===== src/rtl/complex_pkg.sv =====
// Shared types and helpers for the complex multiply/accumulate datapath.
//   CPLX_PROD_W : signed product width delivered by the complex multiplier
//   CPLX_ACC_W  : default signed accumulator width
//   state_e     : accumulator control states
//   sat_add     : signed add with clamp to a w-bit signed range
package complex_pkg;

    localparam int unsigned CPLX_PROD_W = 44;
    localparam int unsigned CPLX_ACC_W  = 48;

    // Internal working width of sat_add; callers sign-extend into it.
    localparam int unsigned SAT_W = 64;

    typedef enum logic {
        ST_ACC  = 1'b0,
        ST_HOLD = 1'b1
    } state_e;

    typedef struct packed {
        logic [SAT_W-1:0] sum;
        logic             ovf;
    } sat_res_t;

    // a + b clamped to [-2^(w-1), 2^(w-1)-1]; ovf flags that the clamp engaged.
    // Requires w <= SAT_W and a, b already inside the w-bit range.
    function automatic sat_res_t sat_add(input logic signed [SAT_W-1:0] a,
                                         input logic signed [SAT_W-1:0] b,
                                         input int unsigned             w);
        logic signed [SAT_W:0] sum;
        logic signed [SAT_W:0] hi;
        logic signed [SAT_W:0] lo;
        sat_res_t              res;
        sum = (SAT_W+1)'(a) + (SAT_W+1)'(b);
        hi  = ((SAT_W+1)'(1) << (w - 1)) - (SAT_W+1)'(1);
        lo  = ~hi;
        if (sum > hi) begin
            res.sum = hi[SAT_W-1:0];
            res.ovf = 1'b1;
        end else if (sum < lo) begin
            res.sum = lo[SAT_W-1:0];
            res.ovf = 1'b1;
        end else begin
            res.sum = sum[SAT_W-1:0];
            res.ovf = 1'b0;
        end
        return res;
    endfunction

endpackage


===== src/rtl/cplx_sat_add.sv =====
// Combinational W-bit signed adder with saturation.
//   a, b  : signed operands (W bits)
//   sum_c : a + b clamped to the W-bit signed range
//   ovf_c : clamp engaged
module cplx_sat_add
    import complex_pkg::*;
#(
    parameter int unsigned W = CPLX_ACC_W
) (
    input  logic signed [W-1:0] a,
    input  logic signed [W-1:0] b,
    output logic signed [W-1:0] sum_c,
    output logic                ovf_c
);

    sat_res_t res;

    always_comb begin
        res   = sat_add(SAT_W'(a), SAT_W'(b), W);
        sum_c = W'(res.sum);
        ovf_c = res.ovf;
    end

    // Upper working bits are only a sign extension of sum_c.
    if (W < SAT_W) begin : g_hi
        logic unused_hi;
        assign unused_hi = ^res.sum[SAT_W-1:W];
    end

endmodule


===== src/rtl/cplx_accum.sv =====
// Complex accumulator: sums a frame of up to LEN signed complex products
// (or fewer, if in_last closes it early) with saturation, then holds the
// result on a valid/ready output until taken.
//   clk, rst              : clock, synchronous active-high reset
//   in_valid/in_ready     : input handshake
//   in_re, in_im, in_last : signed product sample and early frame end
//   out_valid/out_ready   : output handshake
//   out_re, out_im        : saturated frame sums
//   out_count             : samples in the frame (1..LEN)
//   out_ovf               : saturation happened somewhere in the frame
module cplx_accum
    import complex_pkg::*;
#(
    parameter  int unsigned IN_W  = CPLX_PROD_W,
    parameter  int unsigned ACC_W = CPLX_ACC_W,
    parameter  int unsigned LEN   = 16,
    localparam int unsigned CNT_W = $clog2(LEN + 1)
) (
    input  logic                    clk,
    input  logic                    rst,
    input  logic                    in_valid,
    output logic                    in_ready,
    input  logic signed [IN_W-1:0]  in_re,
    input  logic signed [IN_W-1:0]  in_im,
    input  logic                    in_last,
    output logic                    out_valid,
    input  logic                    out_ready,
    output logic signed [ACC_W-1:0] out_re,
    output logic signed [ACC_W-1:0] out_im,
    output logic [CNT_W-1:0]        out_count,
    output logic                    out_ovf
);

    state_e                  state_q, state_d;
    logic signed [ACC_W-1:0] acc_re_q, acc_re_d;
    logic signed [ACC_W-1:0] acc_im_q, acc_im_d;
    logic [CNT_W-1:0]        cnt_q, cnt_d;
    logic                    ovf_q, ovf_d;
    logic signed [ACC_W-1:0] out_re_q, out_re_d;
    logic signed [ACC_W-1:0] out_im_q, out_im_d;
    logic [CNT_W-1:0]        out_count_q, out_count_d;
    logic                    out_ovf_q, out_ovf_d;
    logic                    in_ready_q, in_ready_d;
    logic                    out_valid_q, out_valid_d;

    logic signed [ACC_W-1:0] in_re_ext_c, in_im_ext_c;
    logic signed [ACC_W-1:0] sum_re_c, sum_im_c;
    logic                    sat_re_c, sat_im_c;
    logic                    accept_c;

    assign in_re_ext_c = ACC_W'(in_re);
    assign in_im_ext_c = ACC_W'(in_im);
    assign accept_c    = in_valid && in_ready_q;

    // One adder per component feeds both the running sum and the closing result.
    cplx_sat_add #(.W(ACC_W)) u_add_re (
        .a     (acc_re_q),
        .b     (in_re_ext_c),
        .sum_c (sum_re_c),
        .ovf_c (sat_re_c)
    );

    cplx_sat_add #(.W(ACC_W)) u_add_im (
        .a     (acc_im_q),
        .b     (in_im_ext_c),
        .sum_c (sum_im_c),
        .ovf_c (sat_im_c)
    );

    // Next-state, accumulate and result capture.
    always_comb begin
        state_d     = state_q;
        acc_re_d    = acc_re_q;
        acc_im_d    = acc_im_q;
        cnt_d       = cnt_q;
        ovf_d       = ovf_q;
        out_re_d    = out_re_q;
        out_im_d    = out_im_q;
        out_count_d = out_count_q;
        out_ovf_d   = out_ovf_q;
        case (state_q)
            ST_ACC: begin
                if (accept_c) begin
                    if (in_last || (cnt_q == CNT_W'(LEN - 1))) begin
                        out_re_d    = sum_re_c;
                        out_im_d    = sum_im_c;
                        out_count_d = cnt_q + CNT_W'(1);
                        out_ovf_d   = ovf_q | sat_re_c | sat_im_c;
                        acc_re_d    = '0;
                        acc_im_d    = '0;
                        cnt_d       = '0;
                        ovf_d       = 1'b0;
                        state_d     = ST_HOLD;
                    end else begin
                        acc_re_d = sum_re_c;
                        acc_im_d = sum_im_c;
                        cnt_d    = cnt_q + CNT_W'(1);
                        ovf_d    = ovf_q | sat_re_c | sat_im_c;
                    end
                end
            end
            ST_HOLD: begin
                if (out_ready) begin
                    state_d = ST_ACC;
                end
            end
            default: ;
        endcase
        // Handshake flags track the state being entered so they are registered.
        in_ready_d  = (state_d == ST_ACC);
        out_valid_d = (state_d == ST_HOLD);
    end

    always_ff @(posedge clk) begin
        if (rst) begin
            state_q     <= ST_ACC;
            acc_re_q    <= '0;
            acc_im_q    <= '0;
            cnt_q       <= '0;
            ovf_q       <= 1'b0;
            out_re_q    <= '0;
            out_im_q    <= '0;
            out_count_q <= '0;
            out_ovf_q   <= 1'b0;
            in_ready_q  <= 1'b0;
            out_valid_q <= 1'b0;
        end else begin
            state_q     <= state_d;
            acc_re_q    <= acc_re_d;
            acc_im_q    <= acc_im_d;
            cnt_q       <= cnt_d;
            ovf_q       <= ovf_d;
            out_re_q    <= out_re_d;
            out_im_q    <= out_im_d;
            out_count_q <= out_count_d;
            out_ovf_q   <= out_ovf_d;
            in_ready_q  <= in_ready_d;
            out_valid_q <= out_valid_d;
        end
    end

    assign in_ready  = in_ready_q;
    assign out_valid = out_valid_q;
    assign out_re    = out_re_q;
    assign out_im    = out_im_q;
    assign out_count = out_count_q;
    assign out_ovf   = out_ovf_q;

endmodule

===== config.mk =====
export PLATFORM = sky130hd
export DESIGN_NAME = cplx_accum
export DESIGN_NICKNAME = d
export VERILOG_FILES = /design/src/rtl/complex_pkg.sv /design/src/rtl/cplx_sat_add.sv /design/src/rtl/cplx_accum.sv
export SDC_FILE = /design/constraint.sdc
export NUM_CORES = 1
export LEC_CHECK = 0
export BUFFER_PORTS_ARGS = -buffer_cell sky130_fd_sc_hd__buf_4
export CAP_MARGIN = 0
export CORE_ASPECT_RATIO = 2
export CORE_MARGIN = 1.5
export CORE_UTILIZATION = 40
export CTS_BUF_LIST = sky130_fd_sc_hd__clkbuf_16
export DETAILED_ROUTE_END_ITERATION = 8
export PLACE_DENSITY_LB_ADDON = 0.3
export SKIP_LAST_GASP = 1
export SYNTH_ARGS = -nofsm -noshare
export SYNTH_HDL_FRONTEND = slang
export SYNTH_SLANG_ARGS = --single-unit

===== constraint.sdc =====
create_clock -name clk -period 3.95 [get_ports clk]
set_clock_uncertainty 0.05 [all_clocks]
set_input_delay 0.395 -clock clk [delete_from_list [all_inputs] [get_ports clk]]
set_output_delay 0.395 -clock clk [all_outputs]
set_load 0.01 [all_outputs]

==> out/qor.yml <==
yosys:
  syn_nets: 1829
  synth-edff-count: 0
  ys_types: 82
  syn_area_per_cell_um2: 7.85
  async_reset_ff_share_pct: 0
  synth.most_common_cell: "dfxtp_1"
  syn_inst: 1636
  synth_seq_cells: 206
  synth_area_um2: 12800
  synth_area_leaders: "dfxtp_1, ha_1, o21ai_0"
  synth_top_cell_area_share_pct: 32.1
  synth-main-ff-cell: "dfxtp_1"
  yosysSeqAreaShare_pct: 32.1
  synth_top_area_cell: "dfxtp_1"
  yosys_warnings: 0
  yosys-top-cells-count: "dfxtp_1, nor2_1, nand2_1, o21ai_0, a21oi_1"
final_layout:
  multi_input_area_um2: 8250
  n_antenna_cell: 0
  area_delta_synth_final_pct: 25.0
  final-seq-area_um2: 4120
  drive_above_1_share_pct: 20.1
  n_fill_cell: 3185
  final_cells: 2304
  fin_nets: 2060
  fin_util_pct: 50.9
sta:
  period_share_pct: 95.7
  min_period_ns: 3.78
  hold_viol_final: 0
  maxSlewHeadroom_pct: 19.6
  rsz0062_at_grt: "true"
  setup_viol: 0
  tightest_slew_ns: 1.21
  fmax_mhz: 265
  slew_viol_final: 0
run_status:
  status: "complete, no violations"
setup_path:
  crit_start: "acc_re_q[0]$_SDFFE_PP0P_"
  worst_setup_path_start_kind: "flop"
  cp.required_ns: 4.30
  end_kind: "flop"
  reg2reg_from: "acc_re_q[0]$_SDFFE_PP0P_"
  worstPathMaxFanout: 9
  crit_type: "reg2reg"
  cp.arrival_ns: 4.13
global_routing:
  grt_pass1_vias: 13200
  grt_overflow_total: 0
  track_usage_pct: 26.7
  grt_max_degree: 69
  antenna_found_initial: 0
  grt_pass1_wl_um: 68700
clocking:
  cts_hold_buf: 0
  cts_sinks: 206
  worstSkewPairLatency_ns: 0.53
  h-tree-depth: 1
  cts_tree: "yes"
  cts_inserted_buffers: 22
  cts.reportedPaths.clkPinSlew_ns: 0.07
  cts_buffer_depth: 3
  cts-root-buf: "clkbuf_16"
detailed_routing:
  firstDrtPassIters: 5
  drc: 0
  vias: 12800
  wl_per_cell_um: 19.4
  ant_nets: 0
  wl_um: 44700
  vias_per_cell: 5.57
  drt-initial-drc-count: 493
place:
  place_congestion: 0.983
  place_inst: 2263
  dp_hpwl_um: 34300
  portBuffers: 196
worst_hold_path:
  min_from: "out_ready"
  hp-class: "in2reg"
floorplan:
  die_y_um: 256
  rows: 92
  core-area_um2: 31500
  io_pins: 197
  die_w_um: 130
  die-area_um2: 33200
  start_util_pct: 40.7
power_and_ir_drop:
  intPower_mw: 4.00
  switching_share_pct: 32.5
  pwr_density_cell_nw_per_um2: 369
  p_leak_nw: 7.33
  p_comb_share_pct: 28.2
  ir_drop_uv: 351
  seqPwrFrac_pct: 38.1
  power_switching_mw: 1.93
  clkPwrFrac_pct: 33.7
flow_run:
  maxCapViolCount: 0
==> final timing paths <==
| kind | endpoint | slack [ns] | cells after the start |
|---|---|---|---|
| setup / recovery | out_re[45]$_SDFFE_PP0P_ | 0.17 | 18 |
| setup reg to reg | out_re[45]$_SDFFE_PP0P_ | 0.17 | 18 |
| hold / removal | out_valid$_SDFF_PP0_ | 0.12 | 3 |
| hold reg to reg | out_re[36]$_SDFFE_PP0P_ | 0.40 | 2 |
==> repair_timing <==
item                       in CTS  in global routing
setup buffers                   0                  2
setup endpoints to repair       0                 41
gates resized for setup         0                  1
==> through the flow <==
step	setup slack (ns)	instance area (µm²)	hold slack, ns	power, mW	setup TNS [ns]
floorplan	0.674	12800	0.370	3.31	0
global placement	0.00953	15400	0.379	3.94	0
detailed placement	-0.00250	15400	0.391	3.96	-0.00250
CTS	0.179	16000	0.0911	5.97	0
global route	-0.0547	16000	0.110	6.23	-0.0547
finish	0.170	16000	0.120	5.93	0
==> cells by family (layout without fill, tap and decap cells) <==
group           after synthesis  count (layout)  share of synthesized area [%]
mux                           3               3                          0.234
flops                       206             206                           32.1
xor+xnor                     84              84                           5.88
compound gates              561             561                           28.1
buf+inv                     121             365                           3.99
fa+ha+maj                   105             105                           10.3
simple gates                556             557                           19.4
==> cell usage in the layout (no fill, tap or decap), drive strengths merged, types with 6 or more instances in the layout <==
master and instances:
a21oi 140, dfxtp 206, xnor2 50, nor2 198, nand3 19, a22o 37, nand4 27, nor3 34
or2 9, nand2b 16, clkbuf 23, and3 13, inv 22, clkinv 10, o21bai 15, a22oi 15
xor2 34, a211oi 22, o21ai 180, o21a 20, o211ai 6, buf 309, nand2 193, and2 11
o31ai 8, ha 98, a21o 60, nor2b 17, a31oi 20
==> final cells by class <==
class / instances / area share [%]
well taps: 423 / 3.30
repair buffers: 309 / 15.0
inverters: 18 / 0.421
clock inverters: 15 / 0.538
flip-flops and latches: 206 / 25.7
multi-input cells: 1310 / 51.4
clock buffers: 23 / 3.59
==> power groups by stage <==
stage                     Clock, mW  Combinational [mW]  Sequential, mW
after CTS                      2.05                1.66            2.26
after global routing           2.13                1.83            2.27
after global placement            0                1.64            2.30
final                          2.00                1.67            2.26
after floorplan                   0               0.998            2.31
after detailed placement          0                1.65            2.30
==> critical path, stage by stage (launching register included) <==
cell and delay, ns:
dfxtp_1 0.31, ha_1 0.20, inv_1 0.08, fa_1 0.20, nor2b_1 0.07, o2111ai_1 0.31
a2111oi_2 0.12, buf_4 0.15, o311a_1 0.30, or3_4 0.35, a31oi_4 0.23, o31ai_4 0.10
buf_4 0.19, nor2_4 0.28, buf_4 0.18, nor2_1 0.04, buf_4 0.16, a221oi_1 0.25
nor2_1 0.06
==> registers in the layout, indices dropped and copies added, names as in the netlist <==
signal / cells
out_valid: 1
acc_re_q: 48
cnt_q: 5
ovf_q: 1
acc_im_q: 48
out_count: 5
out_re: 48
out_im: 48
in_ready: 1
out_ovf: 1
==> layer usage <==
| layer | vias to the layer above | GRT usage [%] | wire length [µm] |
|---|---|---|---|
| met5 | - | 0 | 0 |
| met4 | 0 | 16.9 | 3010 |
| met3 | 143 | 3.03 | 1770 |
| met2 | 391 | 53.7 | 25200 |
| met1 | 5988 | 24.0 | 14700 |
| li1 | 6313 | - | - |
No activity file was read; power rests on OpenSTA's default activity.
